File: config.mk
export PLATFORM = sky130hd
export DESIGN_NAME = sync_fifo_lvl
export DESIGN_NICKNAME = d
export VERILOG_FILES = /design/src/rtl/sync_fifo_lvl.sv
export SDC_FILE = /design/constraint.sdc
export NUM_CORES = 1
export LEC_CHECK = 0
export ABC_AREA = 1
export BUFFER_PORTS_ARGS = -buffer_cell sky130_fd_sc_hd__buf_2
export CORE_MARGIN = 2
export CORE_UTILIZATION = 55
export CTS_BUF_LIST = sky130_fd_sc_hd__clkbuf_4
export CTS_CLUSTER_SIZE = 28
export DETAILED_ROUTE_END_ITERATION = 12
export GPL_TIMING_DRIVEN = 0
export PLACE_DENSITY = 0.75
export SYNTH_ARGS = -nofsm -noshare
export SYNTH_HDL_FRONTEND = slang
export SYNTH_SLANG_ARGS = --single-unit
export TNS_END_PERCENT = 5
File: constraint.sdc
create_clock -name clk_i -period 2.1 [get_ports clk_i]
set_input_delay 0.21 -clock clk_i [delete_from_list [all_inputs] [get_ports clk_i]]
set_output_delay 0.21 -clock clk_i [all_outputs]
set_load 0.02 [all_outputs]
File: src/rtl/sync_fifo_lvl.sv
// Parametrised synchronous FIFO with registered fill level, programmable
// almost-full/almost-empty thresholds, sticky error flags, flush and optional output register.
module sync_fifo_lvl #(
    parameter int DATAWIDTH = 8,
    parameter int ADDRWIDTH = 3,
    parameter int OUT_REG   = 0
) (
    input  logic                 clk_i,
    input  logic                 rst_n,
    input  logic                 flush_i,
    input  logic                 w_en,
    input  logic [DATAWIDTH-1:0] DataIn,
    input  logic                 r_en,
    output logic [DATAWIDTH-1:0] DataOut,
    output logic                 full,
    output logic                 empty,
    output logic [ADDRWIDTH:0]   level,
    input  logic [ADDRWIDTH:0]   afull_thr,
    input  logic [ADDRWIDTH:0]   aempty_thr,
    output logic                 almost_full,
    output logic                 almost_empty,
    output logic                 overflow,
    output logic                 underflow,
    input  logic                 err_clr
);

    localparam int                 DEPTH   = 1 << ADDRWIDTH;
    localparam logic [ADDRWIDTH:0] DEPTH_L = DEPTH[ADDRWIDTH:0];
    localparam logic [ADDRWIDTH:0] ZERO_L  = {(ADDRWIDTH+1){1'b0}};

    logic [DATAWIDTH-1:0] ram [DEPTH];

    logic [ADDRWIDTH:0]   wptr_q, wptr_d;
    logic [ADDRWIDTH:0]   rptr_q, rptr_d;
    logic [ADDRWIDTH:0]   level_q, level_d;
    logic                 ovf_q, ovf_d;
    logic                 udf_q, udf_d;
    logic                 winc_s;
    logic                 rinc_s;
    logic [ADDRWIDTH-1:0] waddr_s;
    logic [ADDRWIDTH-1:0] raddr_s;

    assign waddr_s = wptr_q[ADDRWIDTH-1:0];
    assign raddr_s = rptr_q[ADDRWIDTH-1:0];

    // Status is decoded from registered level only, never from the request inputs.
    assign full         = (level_q == DEPTH_L);
    assign empty        = (level_q == ZERO_L);
    assign level        = level_q;
    assign almost_full  = (level_q >= afull_thr);
    assign almost_empty = (level_q <= aempty_thr);
    assign overflow     = ovf_q;
    assign underflow    = udf_q;

    // Accept decisions; a full FIFO still takes a write when a read retires a word.
    always_comb begin
        rinc_s = 1'b0;
        winc_s = 1'b0;
        if (!flush_i) begin
            rinc_s = r_en & ~empty;
            winc_s = w_en & (~full | rinc_s);
        end else begin
            rinc_s = 1'b0;
            winc_s = 1'b0;
        end
    end

    // Next-state for pointers, level and sticky flags (a set beats a same-cycle clear).
    always_comb begin
        wptr_d  = wptr_q;
        rptr_d  = rptr_q;
        level_d = level_q;
        ovf_d   = ovf_q & ~err_clr;
        udf_d   = udf_q & ~err_clr;
        if (flush_i) begin
            wptr_d  = ZERO_L;
            rptr_d  = ZERO_L;
            level_d = ZERO_L;
            ovf_d   = ovf_q;
            udf_d   = udf_q;
        end else begin
            wptr_d  = wptr_q + {{ADDRWIDTH{1'b0}}, winc_s};
            rptr_d  = rptr_q + {{ADDRWIDTH{1'b0}}, rinc_s};
            level_d = level_q + {{ADDRWIDTH{1'b0}}, winc_s} - {{ADDRWIDTH{1'b0}}, rinc_s};
            ovf_d   = (ovf_q & ~err_clr) | (w_en & ~winc_s);
            udf_d   = (udf_q & ~err_clr) | (r_en & ~rinc_s);
        end
    end

    // State registers with synchronous active-low reset.
    always_ff @(posedge clk_i) begin
        if (!rst_n) begin
            wptr_q  <= ZERO_L;
            rptr_q  <= ZERO_L;
            level_q <= ZERO_L;
            ovf_q   <= 1'b0;
            udf_q   <= 1'b0;
        end else begin
            wptr_q  <= wptr_d;
            rptr_q  <= rptr_d;
            level_q <= level_d;
            ovf_q   <= ovf_d;
            udf_q   <= udf_d;
        end
    end

    // Storage array; contents are deliberately not reset.
    always_ff @(posedge clk_i) begin
        if (rst_n && winc_s) begin
            ram[waddr_s] <= DataIn;
        end
    end

    generate
        if (OUT_REG != 0) begin : g_out_reg
            logic [DATAWIDTH-1:0] dout_q, dout_d;

            // Read data register loads only on an accepted read.
            always_comb begin
                dout_d = dout_q;
                if (flush_i) begin
                    dout_d = {DATAWIDTH{1'b0}};
                end else if (rinc_s) begin
                    dout_d = ram[raddr_s];
                end else begin
                    dout_d = dout_q;
                end
            end

            // Output register with synchronous active-low reset.
            always_ff @(posedge clk_i) begin
                if (!rst_n) begin
                    dout_q <= {DATAWIDTH{1'b0}};
                end else begin
                    dout_q <= dout_d;
                end
            end

            assign DataOut = dout_q;
        end else begin : g_show_ahead
            assign DataOut = empty ? {DATAWIDTH{1'b0}} : ram[raddr_s];
        end
    endgenerate

endmodule
# [After elaboration in Yosys (flattened, before gate mapping)]
# Memories as Yosys holds them, arrays and structs flattened. A register that Yosys moved wholly into a read port is not among the register bits.
# Index checks and enable logic that the tools add are counted.
# Widths: inputs -> output; s select.
[totals] ram_bits=64 elab_cells=37 reg_bits=14 n_memories=1
[op_classes] reduce_logical=3 add_sub_neg=4 order_cmp=2 n_eq_ne=1 mux=6 n_bitwise=15
[mem_list] name="ram" depth=8 word_bits=8 read_ports=1 rd_clocked_by_memory_dff=1 write_ports=1 line_no="31" text="logic [DATAWIDTH-1:0] ram [DEPTH];"
[ops] cell="$add 4x1->4" n=3
[ops] cell="$mux 8" n=1
[ops] cell="$and 1x1->1" n=6
[ops] cell="$not 1->1" n=6
[ops] cell="$eq 4x4->1 const B" n=1
[ops] cell="$ge 4x4->1" n=1
[ops] cell="$le 4x4->1" n=1
[ops] cell="$logic_not 4->1" n=1
[ops] cell="$mux 1" n=4
[ops] cell="$sub 4x1->4" n=1
[ops] cell="$mux 3" n=1
[ops] cell="$or 1x1->1" n=3
[ops] cell="$reduce_or 2->1" n=1
[ops] cell="$logic_and 1x1->1" n=1

# [Longest topological paths before layout]
# Gate-level depths: netlist (run 1).
[depth] depth_word=9 depth_mapped=13

# [Worst setup path before layout (run 1)]
# Ideal clock, no wire load.
[synth_path] kind="register -> register" from="reg level_q[3], in the netlist level[3]" to="reg level_q[2], in the netlist level[2]" t_required_ns=1.983 path_stages_with_launch=12 setup_slack_ns=-0.336 arrival_time_ns=2.319 synth_period_minus_slack_ns=2.436 path_cell_list="dfxtp_1 ha_1 nor3b_2 nand2_2 nand2_1 ha_1 inv_1 ha_1 inv_1 fa_1 xor2_1 nor2_1"
[synth_via] elab_cells_between_ends=11 classes_between="2 x add/sub; 1 x eq/ne; 2 x mux; 5 x bitwise; 1 x reduce/logical"
[synth_lines] element="start: declaration" line_no="35" text="logic [ADDRWIDTH:0] level_q, level_d;"
[synth_lines] element="start signal: assignment" line_no="101" text="level_q <= level_d;"
[synth_lines] element="$eq 4x4->1" line_no="47" text="assign full = (level_q == DEPTH_L);"
[synth_lines] element="net full" line_no="15" text="output logic full,"
[synth_lines] element="$not 1->1" line_no="61" text="winc_s = w_en & (~full | rinc_s);"
[synth_lines] element="$or 1x1->1" line_no="61"
[synth_lines] element="$and 1x1->1" line_no="61"
[synth_lines] element="$mux 1" line_no="59" text="if (!flush_i) begin"
[synth_lines] element="$add 4x1->4" line_no="84" text="level_d = level_q + {{ADDRWIDTH{1'b0}}, winc_s} - {{ADDRWIDTH{1'b0}}, rinc_s};"
[synth_lines] element="$sub 4x1->4" line_no="84"
# The timed path passes the listed nets, and every way through them passes these cells.
# A chain may end at the register's enable or synchronous reset.

# [Worst setup path in the final report (run 1)]
[layout_path] from="reg level_q[2], in the netlist level[2]" to="mem ram[4][3] (enable)"
[layout_via] elab_chain_len=9 elab_cells_between_ends=11 classes_between="1 x eq/ne; 3 x mux; 5 x bitwise; 2 x reduce/logical"
[layout_rtl] element="$logic_not 4->1" line_no="48" text="assign empty = (level_q == ZERO_L);"
[layout_rtl] element="$not 1->1" line_no="60" text="rinc_s = r_en & ~empty;"
[layout_rtl] element="$and 1x1->1" line_no="60"
[layout_rtl] element="$or 1x1->1 *" line_no="61"
[layout_rtl] element="$and 1x1->1 *" line_no="61"
[layout_rtl] element="$mux 1 *" line_no="59"
[layout_rtl] element="$logic_and 1x1->1 *" line_no="109" text="if (rst_n && winc_s) begin"
[layout_rtl] element="$mux 1 *" line_no="109"
[layout_rtl] element="$mux 1 (not written as such) *" line_no="110" text="ram[waddr_s] <= DataIn;"
[layout_rtl] element="end: declaration" line_no="31"
# Mark *: on every way between the ends. The rest lies on a longest branch, timed or not.

==> results of run 1 <==
## registers in the layout (all words and copies together), names as in the netlist
signal     flops
underflow      1
ram           64
level          4
rptr_q         3
wptr_q         3
overflow       1
## worst reg2reg max path, stage by stage, from the launching register on
cell     delay, ps
dfxtp_4        400
inv_4           50
ha_4           160
nand3_4        190
nand2_4        100
nand2_4         90
nand3_4        110
nor2_1         730
## cell usage in the layout, fill, tap and decap left out, drive strengths merged
cell type / netlist / layout
a21oi: 7 / 7
dfxtp: 12 / 12
nand3b: 1 / 1
o21ai: 4 / 4
o211ai: 1 / 1
ha: 18 / 18
nand3: 52 / 52
xor2: 1 / 1
clkbuf: 1 / 13
nor3b: 1 / 1
inv: 94 / 94
buf: 12 / 51
clkinv: 1 / 4
nor2: 39 / 39
nand2: 88 / 88
nand4: 1 / 1
fa: 1 / 1
xnor2: 2 / 2
edfxtp: 64 / 64
## area by class of cell
cell class | instances | area [µm²]
fill | 528 | 2480
sequential | 76 | 2170
multi-input combinational | 216 | 1200
inverter | 95 | 362
timing repair buffer | 39 | 195
buffer | 13 | 109
tap | 80 | 100
clock buffer | 12 | 90.1
clock inverter | 3 | 15.0
## Yosys cell counts (2+ instances only)
cell | count | area (µm²)
inv_1 | 91 | 342
xnor2_1 | 2 | 17.5
nand2_2 | 2 | 12.5
nand3_1 | 50 | 250
nor2_1 | 39 | 146
o21ai_0 | 4 | 20.0
nand2_1 | 86 | 323
buf_4 | 3 | 22.5
dfxtp_1 | 12 | 240
edfxtp_1 | 64 | 1920
buf_6 | 6 | 67.6
inv_2 | 2 | 7.51
buf_2 | 3 | 15.0
nand3_4 | 2 | 35.0
a21oi_1 | 7 | 35.0
ha_1 | 18 | 225
## report_power, final
part	switching [µW]	internal [µW]	total (µW)	leakage, µW
Combinational	171	97.2	268	0.00122
Sequential	11.5	1640	1650	0.000676
Clock	449	272	722	0.0000669
## metal layers
metal	vias to the layer above	global-route usage	wire length, µm
met4	0	0.0923	148
met3	15	0.0333	586
met5	-	0	0
met1	1204	0.280	3090
met2	116	0.337	3590
li1	1353	-	-
## final timing paths
| kind | end | from |
|---|---|---|
| setup / recovery | ram[4][3] | level[2] |
| hold / removal | ram[4][5] | DataIn[5] |
| setup reg to reg | ram[4][3] | level[2] |
| hold reg to reg | underflow | underflow |
## kinds of logic (layout without fill, tap and decap cells)
group / Yosys count / in the layout / synth area share
buffers and inverters: 108 / 162 / 0.125
AND/OR/NAND/NOR: 182 / 182 / 0.211
XOR/XNOR: 3 / 3 / 0.00699
flip-flops: 76 / 76 / 0.575
adder cells (fa/ha/maj): 19 / 19 / 0.0653
AO/OA/AOI/OAI: 12 / 12 / 0.0167
## what timing repair did
action | 4_1_cts | 5_1_grt
resized for setup | 9 | 2
setup endpoints to repair | 66 | 58
pin swaps | 1 | 1
hold buffers | 0 | 0
## metrics by stage
step                worst slack (ps)  total power [µW]   util  hold WS [ps]  instances
floorplan                      -90.3              1850      -           309        400
global placement                -159              1940  0.610           463        519
detailed placement              -194              1950  0.610           472        519
CTS                            -66.5              2650  0.631          51.7        534
global route                    -177              2760  0.631          61.1        534
finish                          -100              2640  0.631          58.4        534
==> flow_summary.json, run 1 <==
{
  "cts_root_buf": "clkbuf_4",
  "power_density_nw_per_um2": 623,
  "placement_rows": 30,
  "worst_skew_pair_latency_ps": 400,
  "critical_path.startpoint_type": "flop",
  "leakage_component_of_the_power_uw": 0.00196,
  "post-route-period-util": 1.05,
  "grt_start_max_net_pins": 12,
  "actual_slew_at_the_worst_max_slew_pin_ps": 930,
  "synthDistinctLibCells": 25,
  "maxClockFrequency_mhz": 455,
  "final_layout_size_suffix_gt1_frac": 0.203,
  "path_max_fanout": 10,
  "syn-num-nets": 441,
  "remaining_drc_errors": 0,
  "synth.yosys.warnings": 0,
  "synth.avg_cell_area_um2": 9.39,
  "via_per_inst": 5.03,
  "port-buffer-count": 39,
  "cts_tree": "done",
  "reg2regPathDepth": 7,
  "max_capacitance_violation_count": 0,
  "nNetsFinal": 491,
  "drt_pre_antenna_iters": 5,
  "number_of_enable_type_register_cells_in_the_synthesized_netlist": 64,
  "timing.critical_path.max_delay_family": "simple AND/OR/NAND/NOR gates",
  "dieWidth_um": 86.7,
  "path_clk_slew_ps": 110,
  "core_area_um2": 6720,
  "setup_viol": 34,
  "biggest_cell_delay_along_the_critical_path_ps": 730,
  "drt_iter0_drc": 221,
  "drt.antenna.violating_nets": 0,
  "gate_count_post_synth": 400,
  "floorplan.initialDensity": 0.559,
  "pin_count": 40,
  "final_non_filler_cell_area_um2": 4240,
  "seq_area_frac_synth": 0.575,
  "antenna_cells_inserted": 0,
  "finalSetupTns_ps": -1680,
  "crit_chain": "inv_4, ha_4, nand3_4, nand2_4, nand2_4, nand3_4, nor2_1",
  "setup_repair_after_global_routing_missed_its_margin": "true",
  "ys_ff_latch": 76,
  "worst_slew_margin_rel": 0.378,
  "reg2reg_slack_ps": -100,
  "skew_ps": 12.5,
  "grt_overflow_total": 0,
  "violations_in_the_final_reports": "negative setup slack",
  "synth_top_flop_cell": "edfxtp_1",
  "run_status": "finished, violations left",
  "cp.buffers_inverters": 1,
  "via_count_of_the_first_global_routing_pass": 2446,
  "cts_setup_buffers": 0,
  "worst_ep_required_time_ps": 2130,
  "floorplan_die_area_um2": 7510,
  "worst_setup_path_end_kind": "flop",
  "clock_tree.buffer_depth": 2,
  "report.final.slew_viol_count": 0,
  "grt_util_all_layers": 0.209,
  "worst_path_max_delay_cell": "nor2_1",
  "min_path_type": "in -> reg",
  "grt_pass1_wl_mm": 11.6,
  "drt-wirelength-per-cell_um": 13.9,
  "critical_path_depth": 7,
  "worstPathArrival_ps": 2230,
  "worst-setup-path-type": "reg -> reg",
  "synthesis.area_um2": 3760,
  "placedInstanceArea_um2": 4100,
  "vias": 2688,
  "globalplace.congestion": 0.810,
  "grt_antenna_before_repair": 0,
  "htreeDepth": 3,
  "synthArstFlopShare": 0,
  "tritoncts.num_buffers": 9,
  "irDropWorstVdd_v": 0.000335,
  "timing.final.crit_period_ps": 2200,
  "final_hold_viol_count": 0,
  "area.growth.synth_to_final_pct": 12.9,
  "drt-total-wl_mm": 7.41,
  "clock-sinks": 76,
  "whs_path_depth": 1,
  "detailed_place_hpwl_mm": 5.02,
  "setup_slack_ps": -100,
  "die_h_um": 86.7
}
Power figures use the tool's default switching activity.
==> run 2, diff against run 1 <==
==> constraint.sdc (replaced) <==
create_clock -name clk_i -period 2.1 [get_ports clk_i]
set_input_delay 0 -clock clk_i [delete_from_list [all_inputs] [get_ports clk_i]]
set_output_delay 0 -clock clk_i [all_outputs]
set_load 0.02 [all_outputs]
==> run 2 against run 1 <==
Against the previous run:
- the flow still finishes with violations (negative setup slack)
- clock skew shrank 0.71 ps
- routed wire length grew 2.9%
- non-clock buffer count grew 14
- worst setup slack lost 7.5 ps
- sequential share of layout area shrank 1.6 points
- first-iteration DRC count grew 12%
- final area grew 3.3%
- sequential power is essentially flat
- critical path type unchanged
- largest cell class unchanged
- largest power group unchanged
- highest routed layer unchanged
==> flow_summary.json, run 2 (synthesis gave the netlist of run 1 again) <==
{
  "run_status": "finished, violations left",
  "violations_in_the_final_reports": "negative setup slack",
  "irDropWorstVdd_v": 0.000352,
  "layout_commonest_cell": "inv_1",
  "power_density_nw_per_um2": 608,
  "min_path_type": "in -> reg",
  "via_per_inst": 4.96,
  "post-route-period-util": 1.05,
  "grt_overflow_total": 0,
  "placedInstanceArea_um2": 4100,
  "final_non_filler_cell_area_um2": 4380,
  "detailed_place_hpwl_mm": 5.02,
  "core_area_um2": 6720,
  "critical_path.startpoint_type": "flop",
  "port-buffer-count": 39,
  "path_max_fanout": 10,
  "crit_chain": "inv_4, ha_4, nand3_4, nand2_4, nand2_4, nand3_4, nor2_1",
  "drt_pre_antenna_iters": 5,
  "remaining_drc_errors": 0,
  "via_count_of_the_first_global_routing_pass": 2562,
  "setup_slack_ps": -108,
  "leakage_component_of_the_power_uw": 0.00202,
  "grt_pass1_wl_mm": 12.1,
  "actual_slew_at_the_worst_max_slew_pin_ps": 930,
  "path_clk_slew_ps": 110,
  "max_reg_flops": 64,
  "worst_path_max_delay_cell": "nor2_1",
  "cts_tree": "done",
  "drt-wirelength-per-cell_um": 13.9,
  "finalSetupTns_ps": -1880,
  "cts_setup_buffers": 0,
  "grt_start_max_net_pins": 12,
  "clock-sinks": 76,
  "final.hold.worst_slack_ps": 267,
  "pin_count": 40,
  "setup_viol": 34,
  "drt-total-wl_mm": 7.63,
  "grt_util_all_layers": 0.217,
  "stdcell_count": 548,
  "worst_skew_pair_latency_ps": 400,
  "fillerInstances": 510,
  "grt_antenna_before_repair": 0,
  "floorplan.initialDensity": 0.559,
  "final_hold_viol_count": 0,
  "worst_ep_required_time_ps": 2130,
  "die_h_um": 86.7,
  "antenna_cells_inserted": 0,
  "floorplan_die_area_um2": 7510,
  "placed_cells": 519,
  "dieWidth_um": 86.7,
  "post-place-ws_ps": -194,
  "nNetsFinal": 505,
  "worst_slew_margin_rel": 0.378,
  "tritoncts.num_buffers": 9,
  "cts_root_buf": "clkbuf_4",
  "worstPathArrival_ps": 2230,
  "biggest_cell_delay_along_the_critical_path_ps": 730,
  "skew_ps": 11.8,
  "timing.final.crit_period_ps": 2210,
  "max_capacitance_violation_count": 0,
  "placement_rows": 30,
  "drt.antenna.violating_nets": 0,
  "area.growth.synth_to_final_pct": 16.6,
  "globalplace.congestion": 0.810,
  "final_layout_size_suffix_gt1_frac": 0.197,
  "layout_common_cells": "inv_1, nand2_1, edfxtp_1, nand3_1, buf_2",
  "report.final.slew_viol_count": 0,
  "drt_iter0_drc": 247,
  "worst_setup_path_end_kind": "flop",
  "worst-setup-path-type": "reg -> reg",
  "vias": 2720,
  "setup_repair_after_global_routing_missed_its_margin": "true",
  "registers.top_by_ff_count": "ram",
  "clock_tree.buffer_depth": 2,
  "maxClockFrequency_mhz": 453,
  "htreeDepth": 3
}
[run 2: cell types whose count changed in the layout (fill, tap and decap cells not counted)]
cell | previous run | this run
dlygate4sd3_1 | 0 | 14
[run 2: worst paths after layout]
path	slack (ps)	to	from	depth (start not counted)
setup / recovery	-110	ram[4][2]	level[2]	7
hold / removal	270	ram[6][4]	w_en	5
setup reg to reg	-110	ram[4][2]	level[2]	7
hold reg to reg	510	overflow	overflow	2
[run 2: final cells by class]
type	instances	area [µm²]	area share
buffer	13	109	0.0248
clock buffer	12	90.1	0.0206
clock inverter	3	15.0	0.00343
inverter	95	362	0.0825
multi-input combinational	216	1200	0.274
sequential	76	2170	0.496
tap	80	100	0.0228
timing repair buffer	53	335	0.0765
[run 2: metrics by stage]
| stage | utilization | power (µW) |
|---|---|---|
| 6_report | 0.652 | 2660 |
| 5_1_grt | 0.652 | 2780 |
| 4_1_cts | 0.651 | 2670 |
| 3_5_place_dp | 0.610 | 1950 |
| 3_3_place_gp | 0.610 | 1940 |
| 2_1_floorplan | - | 1850 |
[run 2: report_power, final]
part	internal, µW	switching [µW]	total [µW]
clock network	272	445	717
registers	1640	11.6	1650
logic	114	176	290
[run 2: timing repair]
item                                    CTS  global route
resized for setup                         9             2
pin swaps                                 1             1
endpoints found under the setup margin   66            58
hold endpoints to repair                 67             0
hold buffers                             14             0
[run 2: worst max-delay path, delay by kind of cell, from the launching register on]
family / cells / cell delay (ps)
flops: 1 / 400
fa+ha+maj: 1 / 160
buf+inv: 1 / 50
simple gates: 5 / 1220
[run 2: metal layers]
layer | up-vias | part of all wire | global-route usage
li1 | 1382 | - | -
met4 | 0 | 0.024 | 0.0923
met5 | - | 0 | 0
met2 | 84 | 0.49 | 0.361
met1 | 1238 | 0.42 | 0.283
met3 | 16 | 0.059 | 0.0333
==> run 3, diff against run 2 <==
--- a/config.mk
+++ b/config.mk
@@ -8,12 +8,11 @@
 export ABC_AREA = 1
 export BUFFER_PORTS_ARGS = -buffer_cell sky130_fd_sc_hd__buf_2
 export CORE_MARGIN = 2
-export CORE_UTILIZATION = 55
-export CTS_BUF_LIST = sky130_fd_sc_hd__clkbuf_4
+export CORE_UTILIZATION = 53
+export CTS_BUF_LIST = sky130_fd_sc_hd__clkbuf_16
 export CTS_CLUSTER_SIZE = 28
 export DETAILED_ROUTE_END_ITERATION = 12
-export GPL_TIMING_DRIVEN = 0
-export PLACE_DENSITY = 0.75
+export PLACE_DENSITY = 0.73
 export SYNTH_ARGS = -nofsm -noshare
 export SYNTH_HDL_FRONTEND = slang
 export SYNTH_SLANG_ARGS = --single-unit
==> run 3 against run 2 <==
Against the previous run:
- the run now ends clean
- sequential power barely moved
- count of clock-buffer cells in the layout decreased by 3
- maximum frequency is 8.3% higher
- largest cell class unchanged
- critical endpoint is now level[1]
- sequential cell count unchanged
- clock skew decreased by 6.5 ps
- die area is 3.6% higher
- worst setup slack gained 170 ps
- largest power group is now clock
- final area rose by 5.7%
- power rose by 39%
- non-clock buffer count up 2
- hold slack worse by 250 ps
- critical path depth up 4
==> flow_summary.json, run 3 (synthesis gave the netlist of run 1 again) <==
{
  "biggest_cell_delay_along_the_critical_path_ps": 510,
  "worst-setup-path-type": "reg -> reg",
  "grt_start_max_net_pins": 33,
  "grt_overflow_total": 0,
  "via_count_of_the_first_global_routing_pass": 2607,
  "grt_pass1_wl_mm": 11.8,
  "setup_viol": 0,
  "port-buffer-count": 39,
  "timing.critical_path.max_delay_family": "adder cells",
  "drt_iter0_drc": 127,
  "min_path_type": "in -> reg",
  "worst_slew_margin_rel": 0.509,
  "crit-reg2reg-launch": "level[2]",
  "via_per_inst": 4.81,
  "irDropWorstVdd_v": 0.000491,
  "timing.critical_path.mode_cell": "ha_4",
  "floorplan.initialDensity": 0.550,
  "cts_tree": "done",
  "drt-total-wl_mm": 7.20,
  "power_density_nw_per_um2": 796,
  "grt_antenna_before_repair": 0,
  "actual_slew_at_the_worst_max_slew_pin_ps": 736,
  "final_layout_size_suffix_gt1_frac": 0.195,
  "path_max_fanout": 3,
  "placement_rows": 30,
  "registers.top_by_ff_count": "ram",
  "run_status": "completed",
  "final.hold.worst_slack_ps": 19.4,
  "worstPathArrival_ps": 2260,
  "tritoncts.num_buffers": 9,
  "layout_common_cells": "inv_1, nand2_1, edfxtp_1, nand3_1, buf_2",
  "max_capacitance_violation_count": 0,
  "clock-sinks": 76,
  "max_reg_flops": 64,
  "worst_ep_required_time_ps": 2320,
  "maxClockFrequency_mhz": 491,
  "post-route-period-util": 0.970,
  "detailed_place_hpwl_mm": 4.67,
  "antenna_cells_inserted": 0,
  "area.growth.synth_to_final_pct": 23.3,
  "pin_count": 40,
  "nNetsFinal": 507,
  "critical_path.startpoint_type": "flop",
  "vias": 2726,
  "clock_tree.buffer_depth": 2,
  "path_clk_slew_ps": 60,
  "globalplace.congestion": 0.815,
  "core_area_um2": 6830,
  "worst_skew_pair_latency_ps": 330,
  "leakage_component_of_the_power_uw": 0.00213,
  "dieWidth_um": 88.2,
  "drt-wirelength-per-cell_um": 12.7,
  "cts_root_buf": "clkbuf_16",
  "timing.final.crit_period_ps": 2040,
  "skew_ps": 5.31,
  "drt.antenna.violating_nets": 0,
  "die_h_um": 88.2,
  "worst_setup_path_end_kind": "flop",
  "layout_commonest_cell": "inv_1",
  "crit_chain": "inv_4, ha_4, nor3b_4, nand2_4, nand2_4, ha_4, inv_2, ha_4, inv_2, fa_2, nor2_1",
  "remaining_drc_errors": 0,
  "final_hold_viol_count": 0,
  "setup.worst_path.start": "level[2]",
  "floorplan_die_area_um2": 7780,
  "worst_path_max_delay_cell": "fa_2",
  "post-route-util": 0.678,
  "htreeDepth": 3,
  "drt_pre_antenna_iters": 4,
  "report.final.slew_viol_count": 0,
  "timing.hold.worst.start": "err_clr",
  "grt_util_all_layers": 0.206,
  "cp.buffers_inverters": 3
}
==> run 3: cell types whose count changed in the layout (fill, tap and decap cells not counted), moves of 4 or more <==
| cell | delta |
|---|---|
| clkbuf_16 | +9 |
| nor2_2 | -4 |
| clkbuf_4 | -12 |
| buf_4 | +15 |
| buf_6 | -6 |
==> run 3: final cells by class <==
type                       instances  area, µm²
clock inverter                     7        114
timing repair buffer              68        440
sequential                        76       2170
clock buffer                       9        225
tap                               96        120
multi-input combinational        216       1200
inverter                          95        362
fill                             530       2200
==> run 3: final timing paths <==
path              endpoint  slack, ps  cells after the start
setup / recovery  level[1]         60                     11
hold / removal    overflow         20                      4
setup reg to reg  level[1]         60                     11
hold reg to reg   overflow        490                      2
==> run 3: through the flow <==
step	setup TNS (ps)	worst slack (ps)	instances	total power (µW)	instance area [µm²]
final	0	62.3	567	3690	4630
after detailed placement	-85.1	-48.6	539	1960	4140
after CTS	0	7.14	566	3700	4590
after global placement	0	48.2	539	1950	4140
after floorplan	-130	-90.3	400	1850	3800
after global routing	-0.124	-0.124	567	3810	4630
==> run 3: power breakdown <==
group          internal (µW)  switching [µW]
logic                    119             176
registers               1650            9.37
clock network           1160             583
total                   2920             768
==> run 3: timing repair <==
action / in CTS / in global routing
buffers inserted: 0 / 1
hold buffers: 11 / 0
endpoints found under the hold margin: 67 / 0
pin swaps: 0 / 1
setup endpoints to repair: 2 / 2
resized for setup: 1 / 7
==> run 3: worst min-delay path, cell delays in order <==
cell and delay [ps]:
buf_2 70, inv_1 40, o21ai_0 130, a21oi_1 70
==> run 3: routing by layer <==
metal  vias to the layer above  GRT usage  part of all wire
met5                         -          0                 0
met4                         0     0.0813             0.016
met3                        15     0.0396             0.036
met2                        65      0.361              0.51
met1                      1263      0.251              0.44
li1                       1383          -                 -
